<file path="src/rtl/riscv_pkg.sv">
// Shared pipeline definitions: NOP encoding, hazard FSM state encoding, counter width
// and the load-use detection helper.
package riscv_pkg;

   localparam logic [31:0] NOP_INSN = 32'h00000013;
   localparam int          CNT_W    = 16;

   typedef enum logic [1:0] {
      BOOT    = 2'd0,
      RUN     = 2'd1,
      DFREEZE = 2'd2
   } hz_state_t;

   // rd=x0 is never a real destination, so it can never cause a load-use hit.
   function automatic logic load_use_hit(input logic       mem_read,
                                         input logic [4:0] rd,
                                         input logic [4:0] rs1,
                                         input logic       use1,
                                         input logic [4:0] rs2,
                                         input logic       use2);
      return mem_read && (rd != 5'd0) &&
             ((use1 && (rs1 == rd)) || (use2 && (rs2 == rd)));
   endfunction

endpackage

</file>
<file path="src/rtl/hazard_ctrl_if.sv">
// Hazard-control bundle between the pipeline datapath (master) and the hazard unit (slave).
interface hazard_ctrl_if;
   import riscv_pkg::*;

   logic [4:0]       id_rs1;
   logic [4:0]       id_rs2;
   logic             id_uses_rs1;
   logic             id_uses_rs2;
   logic [4:0]       ex_rd;
   logic             ex_mem_read;
   logic             ex_branch_taken;
   // imem_valid qualifies fetch data in the cycle it is high; there is no ready back to
   // the fetch side, a missing word is absorbed by holding the PC and bubbling IF/ID.
   logic             imem_valid;
   logic             dmem_busy;
   logic             cnt_clr;
   logic             pc_en;
   logic             q1q2_en;
   logic             q1q2_flush;
   logic             q2q3_en;
   logic             q2q3_flush;
   logic [1:0]       state_o;
   logic [CNT_W-1:0] stall_cnt;
   logic [CNT_W-1:0] flush_cnt;

   modport master (
      output id_rs1, id_rs2, id_uses_rs1, id_uses_rs2, ex_rd, ex_mem_read,
             ex_branch_taken, imem_valid, dmem_busy, cnt_clr,
      input  pc_en, q1q2_en, q1q2_flush, q2q3_en, q2q3_flush, state_o,
             stall_cnt, flush_cnt
   );

   modport slave (
      input  id_rs1, id_rs2, id_uses_rs1, id_uses_rs2, ex_rd, ex_mem_read,
             ex_branch_taken, imem_valid, dmem_busy, cnt_clr,
      output pc_en, q1q2_en, q1q2_flush, q2q3_en, q2q3_flush, state_o,
             stall_cnt, flush_cnt
   );

endinterface

</file>
<file path="src/rtl/sat_counter.sv">
// Event counter that sticks at all-ones; a synchronous clear beats a same-cycle increment.
module sat_counter
   import riscv_pkg::*;
#(
   parameter int W = CNT_W
) (
   input  logic         clk,
   input  logic         rst_n,
   input  logic         clr,
   input  logic         inc,
   output logic [W-1:0] cnt
);

   always_ff @(posedge clk or negedge rst_n) begin
      if (!rst_n) begin
         cnt <= '0;
      end else if (clr) begin
         cnt <= '0;
      end else if (inc && (cnt != '1)) begin
         cnt <= cnt + W'(1);
      end
   end

endmodule

</file>
<file path="src/rtl/hazard_ctrl.sv">
// Pipeline hazard unit: boot flush, data-memory freeze, branch redirect, load-use and
// fetch-miss stalls, plus stall/flush performance counters.
module hazard_ctrl
   import riscv_pkg::*;
(
   input logic          clk,
   input logic          rst_n,
   hazard_ctrl_if.slave hz
);

   hz_state_t state;
   logic      boot_cnt;
   logic      branch_pending;
   logic      run_eval;
   logic      freeze;
   logic      redirect;
   logic      load_use;
   logic      stall_ev;
   logic      pc_en_c, q1q2_en_c, q1q2_flush_c, q2q3_en_c, q2q3_flush_c;

   // A DFREEZE cycle with dmem_busy low is already treated as a RUN cycle.
   always_comb begin
      load_use = load_use_hit(hz.ex_mem_read, hz.ex_rd, hz.id_rs1, hz.id_uses_rs1,
                              hz.id_rs2, hz.id_uses_rs2);
      run_eval = (state != BOOT) && !hz.dmem_busy;
      freeze   = (state != BOOT) && hz.dmem_busy;
      redirect = run_eval && (hz.ex_branch_taken || branch_pending);
      stall_ev = run_eval && !redirect && (load_use || !hz.imem_valid);
   end

   always_comb begin
      pc_en_c      = 1'b0;
      q1q2_en_c    = 1'b0;
      q1q2_flush_c = 1'b0;
      q2q3_en_c    = 1'b0;
      q2q3_flush_c = 1'b0;
      if (!rst_n) begin
         q1q2_flush_c = 1'b1;
         q2q3_flush_c = 1'b1;
      end else if (state == BOOT) begin
         q1q2_en_c    = 1'b1;
         q1q2_flush_c = 1'b1;
         q2q3_en_c    = 1'b1;
         q2q3_flush_c = 1'b1;
      end else if (freeze) begin
         pc_en_c = 1'b0;
      end else if (redirect) begin
         pc_en_c      = 1'b1;
         q1q2_en_c    = 1'b1;
         q1q2_flush_c = 1'b1;
         q2q3_en_c    = 1'b1;
         q2q3_flush_c = 1'b1;
      end else if (load_use) begin
         q2q3_en_c    = 1'b1;
         q2q3_flush_c = 1'b1;
      end else if (!hz.imem_valid) begin
         q1q2_en_c    = 1'b1;
         q1q2_flush_c = 1'b1;
         q2q3_en_c    = 1'b1;
      end else begin
         pc_en_c   = 1'b1;
         q1q2_en_c = 1'b1;
         q2q3_en_c = 1'b1;
      end
   end

   always_ff @(posedge clk or negedge rst_n) begin
      if (!rst_n) begin
         state          <= BOOT;
         boot_cnt       <= 1'b0;
         branch_pending <= 1'b0;
      end else begin
         case (state)
            BOOT: begin
               boot_cnt <= ~boot_cnt;
               if (boot_cnt) state <= RUN;
            end
            RUN, DFREEZE: begin
               if (hz.dmem_busy) begin
                  state <= DFREEZE;
                  // A branch resolved during the freeze must not be lost.
                  if (hz.ex_branch_taken) branch_pending <= 1'b1;
               end else begin
                  state          <= RUN;
                  branch_pending <= 1'b0;
               end
            end
            default: begin
               state          <= BOOT;
               boot_cnt       <= 1'b0;
               branch_pending <= 1'b0;
            end
         endcase
      end
   end

   sat_counter #(.W(CNT_W)) u_stall_cnt (
      .clk   (clk),
      .rst_n (rst_n),
      .clr   (hz.cnt_clr),
      .inc   (stall_ev),
      .cnt   (hz.stall_cnt)
   );

   sat_counter #(.W(CNT_W)) u_flush_cnt (
      .clk   (clk),
      .rst_n (rst_n),
      .clr   (hz.cnt_clr),
      .inc   (redirect),
      .cnt   (hz.flush_cnt)
   );

   assign hz.pc_en      = pc_en_c;
   assign hz.q1q2_en    = q1q2_en_c;
   assign hz.q1q2_flush = q1q2_flush_c;
   assign hz.q2q3_en    = q2q3_en_c;
   assign hz.q2q3_flush = q2q3_flush_c;
   assign hz.state_o    = state;

endmodule

</file>
<file path="src/flat_wrapper.sv">
// flat-port wrapper written by rule: the top's interface ports become plain ports
module hazard_ctrl_flat import riscv_pkg::*;
  (clk, rst_n, hz_id_rs1, hz_id_rs2, hz_id_uses_rs1, hz_id_uses_rs2, hz_ex_rd, hz_ex_mem_read, hz_ex_branch_taken, hz_imem_valid, hz_dmem_busy, hz_cnt_clr, hz_pc_en, hz_q1q2_en, hz_q1q2_flush, hz_q2q3_en, hz_q2q3_flush, hz_state_o, hz_stall_cnt, hz_flush_cnt);
  hazard_ctrl_if hz_i ();
  input logic clk;
  input logic rst_n;
  input wire logic [$bits(hz_i.id_rs1)-1:0] hz_id_rs1;
  input wire logic [$bits(hz_i.id_rs2)-1:0] hz_id_rs2;
  input wire logic [$bits(hz_i.id_uses_rs1)-1:0] hz_id_uses_rs1;
  input wire logic [$bits(hz_i.id_uses_rs2)-1:0] hz_id_uses_rs2;
  input wire logic [$bits(hz_i.ex_rd)-1:0] hz_ex_rd;
  input wire logic [$bits(hz_i.ex_mem_read)-1:0] hz_ex_mem_read;
  input wire logic [$bits(hz_i.ex_branch_taken)-1:0] hz_ex_branch_taken;
  input wire logic [$bits(hz_i.imem_valid)-1:0] hz_imem_valid;
  input wire logic [$bits(hz_i.dmem_busy)-1:0] hz_dmem_busy;
  input wire logic [$bits(hz_i.cnt_clr)-1:0] hz_cnt_clr;
  output wire logic [$bits(hz_i.pc_en)-1:0] hz_pc_en;
  output wire logic [$bits(hz_i.q1q2_en)-1:0] hz_q1q2_en;
  output wire logic [$bits(hz_i.q1q2_flush)-1:0] hz_q1q2_flush;
  output wire logic [$bits(hz_i.q2q3_en)-1:0] hz_q2q3_en;
  output wire logic [$bits(hz_i.q2q3_flush)-1:0] hz_q2q3_flush;
  output wire logic [$bits(hz_i.state_o)-1:0] hz_state_o;
  output wire logic [$bits(hz_i.stall_cnt)-1:0] hz_stall_cnt;
  output wire logic [$bits(hz_i.flush_cnt)-1:0] hz_flush_cnt;
  assign hz_i.id_rs1 = hz_id_rs1;
  assign hz_i.id_rs2 = hz_id_rs2;
  assign hz_i.id_uses_rs1 = hz_id_uses_rs1;
  assign hz_i.id_uses_rs2 = hz_id_uses_rs2;
  assign hz_i.ex_rd = hz_ex_rd;
  assign hz_i.ex_mem_read = hz_ex_mem_read;
  assign hz_i.ex_branch_taken = hz_ex_branch_taken;
  assign hz_i.imem_valid = hz_imem_valid;
  assign hz_i.dmem_busy = hz_dmem_busy;
  assign hz_i.cnt_clr = hz_cnt_clr;
  assign hz_pc_en = hz_i.pc_en;
  assign hz_q1q2_en = hz_i.q1q2_en;
  assign hz_q1q2_flush = hz_i.q1q2_flush;
  assign hz_q2q3_en = hz_i.q2q3_en;
  assign hz_q2q3_flush = hz_i.q2q3_flush;
  assign hz_state_o = hz_i.state_o;
  assign hz_stall_cnt = hz_i.stall_cnt;
  assign hz_flush_cnt = hz_i.flush_cnt;
  hazard_ctrl u_core (.clk(clk), .rst_n(rst_n), .hz(hz_i));
endmodule
</file>
<file path="config.mk">
export PLATFORM = sky130hd
export DESIGN_NAME = hazard_ctrl_flat
export DESIGN_NICKNAME = d
export VERILOG_FILES = /design/src/rtl/riscv_pkg.sv /design/src/rtl/hazard_ctrl_if.sv /design/src/rtl/sat_counter.sv /design/src/rtl/hazard_ctrl.sv /design/src/flat_wrapper.sv
export SDC_FILE = /design/constraint.sdc
export NUM_CORES = 1
export LEC_CHECK = 0
export CELL_PAD_IN_SITES_DETAIL_PLACEMENT = 1
export CELL_PAD_IN_SITES_GLOBAL_PLACEMENT = 1
export CORE_MARGIN = 3
export CORE_UTILIZATION = 41
export CTS_CLUSTER_DIAMETER = 40
export DETAILED_ROUTE_END_ITERATION = 8
export GPL_ROUTABILITY_DRIVEN = 0
export PLACE_DENSITY_LB_ADDON = 0.1
export SYNTH_ARGS = -nofsm -noshare
export SYNTH_HDL_FRONTEND = slang
export SYNTH_SLANG_ARGS = --single-unit
</file>
<file path="constraint.sdc">
create_clock -name clk -period 6.25 [get_ports clk]
set_input_delay 0.9375 -clock clk [delete_from_list [all_inputs] [get_ports clk]]
set_output_delay 0.9375 -clock clk [all_outputs]
set_load 0.05 [all_outputs]
</file>
==> flow_metrics.tcl <==
set metrics [dict create \
    yosysTopAreaCell "dfrtp_1" \
    cts_root_buf "clkbuf_8" \
    use_met3 0.0284 \
    cp.buffers_inverters 2 \
    hold_violations 0 \
    viasPerCell 5.91 \
    met2_usage 0.340 \
    cp.required_ns 5.31 \
    syn_nets 321 \
    portBuffers 62 \
    die_w_um 87.0 \
    rsz0062_at_grt "no" \
    finalSetupTns_ns 0 \
    wl_per_cell_um 18.0 \
    clkSlewWorstSetupHoldPaths_ns 0.08 \
    path_cells "clkdlybuf4s50_1 -> or4_1 -> o21ai_1 -> o21ai_0 -> a21oi_1 -> clkdlybuf4s50_1" \
    antenna_found_initial 0 \
    synth.cell_area_um2 2690 \
    maxSlewViolCount 0 \
    wl_mm 7.68 \
    die-area_um2 7580 \
    clockBufferDepth 2 \
    slew_headroom 0.396 \
    synth-main-ff-cell "dfrtp_1" \
    synthCells 293 \
    clkSinkCount 36 \
    vias 2516 \
    grt_max_degree 50 \
    crit_family "buffers and inverters" \
    cp-end-kind "output port" \
    worst_slew_pin_slew_ns 0.906 \
    drt_iter0_drc 146 \
    grt_pass1_wl_mm 12.9 \
    synthTopCellsByArea "dfrtp_1, nor2_1, xor2_1, mux2_1, nand4_1" \
    fp.coreArea_um2 6130 \
    leakage_nw 1.33 \
    drtPass1Iterations 4 \
    async_flop_share 1.00 \
    cp_max_fo 8 \
    finalNonFillerCells 426 \
    arrival_ns 3.74 \
    placedCellCount 418 \
    nets 378 \
    tritoncts "yes" \
    cellPowerDensity_nw_per_um2 206 \
    critPathLaunchType "input pin" \
    ys_seq_elements 36 \
    ir_worst_vdd_v 0.000205 \
    cts_buffers 5 \
    critPathMostFrequentCell "clkdlybuf4s50_1" \
    avgSynthCellArea_um2 9.19 \
    clkLatencyLatePin_ns 0.29 \
    post-route-period-util 0.748 \
    fp.dieH_um 87.0 \
    ctsHoldBuffers 0 \
    htree_levels 2 \
    rows 28 \
    yosysSeqAreaShare 0.335 \
    busiest_layer "met2" \
    synth_edf_count 0 \
    cts_resized 0 \
    area_growth_pct 27.9 \
    synth_cell_types 59 \
    dpl.hpwl_mm 5.34 \
    track_usage 0.215 \
    drc_errors 0 \
    overflow 0 \
    grt_util_met1 0.297 \
    fmax_mhz 214 \
    synth_top_area_share 0.335 \
    period_needed_ns 4.68 \
    yosysWarnings 0 \
    fin_skew_ns 0.00468 \
    cp_slowest_cell "clkdlybuf4s50_1" \
    num_antenna_cells 0 \
    max_stage_delay_ns 0.83 \
    setup_viol 0 \
    status "finished clean" \
    ios 63 \
    post_cts_buffers 0 \
    drive_gt1_frac 0.120 \
    maxCapViolations 0 \
    grt_pass1_vias 2648 \
    min_path_type "register to register" \
    start_util 0.439 \
    drtAntennaViolNets 0 \
    worstSetupPathType "input pin to output port" \
]
cell families (layout without fill, tap and decap cells):
logic type,count (synthesis),count (layout),synth area share
xor gates and xnor gates,18,18,0.0585
AOI/OAI and AO/OA,51,51,0.156
and+or+nand+nor,143,143,0.306
adders and majority gates,4,4,0.0186
buffers and inverters,23,81,0.0455
DFF,36,36,0.335
muxes,18,18,0.0813
cell usage after synthesis (2+ instances only):
cell type and instances:
dfrtp_1 36, nor2_1 36, nand4_1 18, nor2b_1 17, nand2_1 15, xor2_1 13
nand3_1 11, mux2_1 10, a21oi_1 9, clkbuf_1 9, inv_1 8, nand2b_1 7
nor4_1 6, and3_1 5, mux2_4 5, o21ai_0 5, or4_1 5, xnor2_1 5
ha_1 4, nand4_2 4, o22ai_2 4, and4_1 3, nor3_1 3, o2111ai_1 3
o211ai_1 3, o31ai_1 3, o31ai_2 3, o41ai_1 3, a21bo_2 2, and2_1 2
buf_6 2, mux2i_1 2, nor3_2 2, nor3b_1 2, o21a_1 2, o21ai_1 2
o22ai_1 2
flip-flops by register name, summed over array words and instances (netlist names):
register / count
u_core.hz.state_o: 2
u_core.boot_cnt: 1
u_core.u_stall_cnt.cnt: 16
u_core.u_flush_cnt.cnt: 16
u_core.branch_pending: 1
where the power goes:
group          switching, mW  leakage (nW)  internal (mW)
clock                 0.0934        0.0541          0.118
combinational          0.152         0.774         0.0836
sequential            0.0132         0.497          0.247
total                  0.259          1.33          0.449
worst reg2reg max path: stages (launching register included):
cell and delay [ns]:
dfrtp_1 0.47, ha_1 0.29, nand4_2 0.20, or4_4 0.70
nand2_4 0.27, o41ai_1 0.14, mux2_1 0.36
layout by cell type (no fill, tap or decap), types with 3 or more instances in the layout:
cell type and instances:
a21oi_1 9, and3_1 5, and4_1 3, buf_4 3, clkbuf_8 5, clkdlybuf4s50_1 61, dfrtp_1 36, ha_1 4
inv_1 8, mux2_1 10, mux2_4 5, nand2_1 15, nand2b_1 7, nand3_1 11, nand4_1 18, nand4_2 4
nor2_1 36, nor2b_1 17, nor3_1 3, nor4_1 6, o2111ai_1 3, o211ai_1 3, o21ai_0 5, o22ai_2 4
o31ai_1 3, o31ai_2 3, o41ai_1 3, or4_1 5, xnor2_1 5, xor2_1 13
stage by stage:
| step | total power [mW] | setup slack (ns) | area (um^2) | util | hold WS (ns) |
|---|---|---|---|---|---|
| 6_report | 0.708 | 1.57 | 3440 | 0.562 | 0.559 |
| 5_1_grt | 0.747 | 1.50 | 3440 | 0.562 | 0.598 |
| 4_1_cts | 0.717 | 1.58 | 3440 | 0.562 | 0.560 |
| 3_5_place_dp | 0.503 | 1.62 | 3330 | 0.543 | 0.541 |
| 3_3_place_gp | 0.494 | 1.70 | 3330 | 0.543 | 0.518 |
| 2_1_floorplan | 0.424 | 2.26 | 2690 | - | 0.503 |
area by class of cell:
cell class / instances / area [um^2]
Clock buffer: 5 / 68.8
Clock inverter: 3 / 42.5
Fill cell: 707 / 2690
Inverter: 8 / 30.0
Multi-Input combinational cell: 234 / 1670
Sequential cell: 36 / 901
Tap cell: 75 / 93.8
Timing Repair Buffer: 65 / 638
worst paths after layout:
kind	startpoint	endpoint	slack, ns	depth (start not counted)
setup / recovery	hz_ex_rd[0]	hz_pc_en	1.57	6
hold / removal	u_core.hz.state_o[1]	u_core.hz.state_o[1]	0.56	2
setup reg to reg	u_core.u_stall_cnt.cnt[0]	u_core.u_stall_cnt.cnt[10]	3.71	6
hold reg to reg	u_core.hz.state_o[1]	u_core.hz.state_o[1]	0.56	2
max in group asynchronous	rst_n	u_core.u_stall_cnt.cnt[10]	4.92	1
min in group asynchronous	rst_n	u_core.hz.state_o[0]	0.75	1
per-layer routing:
metal  wire [um]  vias to the layer above  share of wire
met5           0                        -              0
met4         136                        0          0.018
met3         342                       14          0.045
met2        3600                       67           0.47
met1        3600                     1240           0.47
li1            -                     1195              -
(Power assumes the default switching activity.)
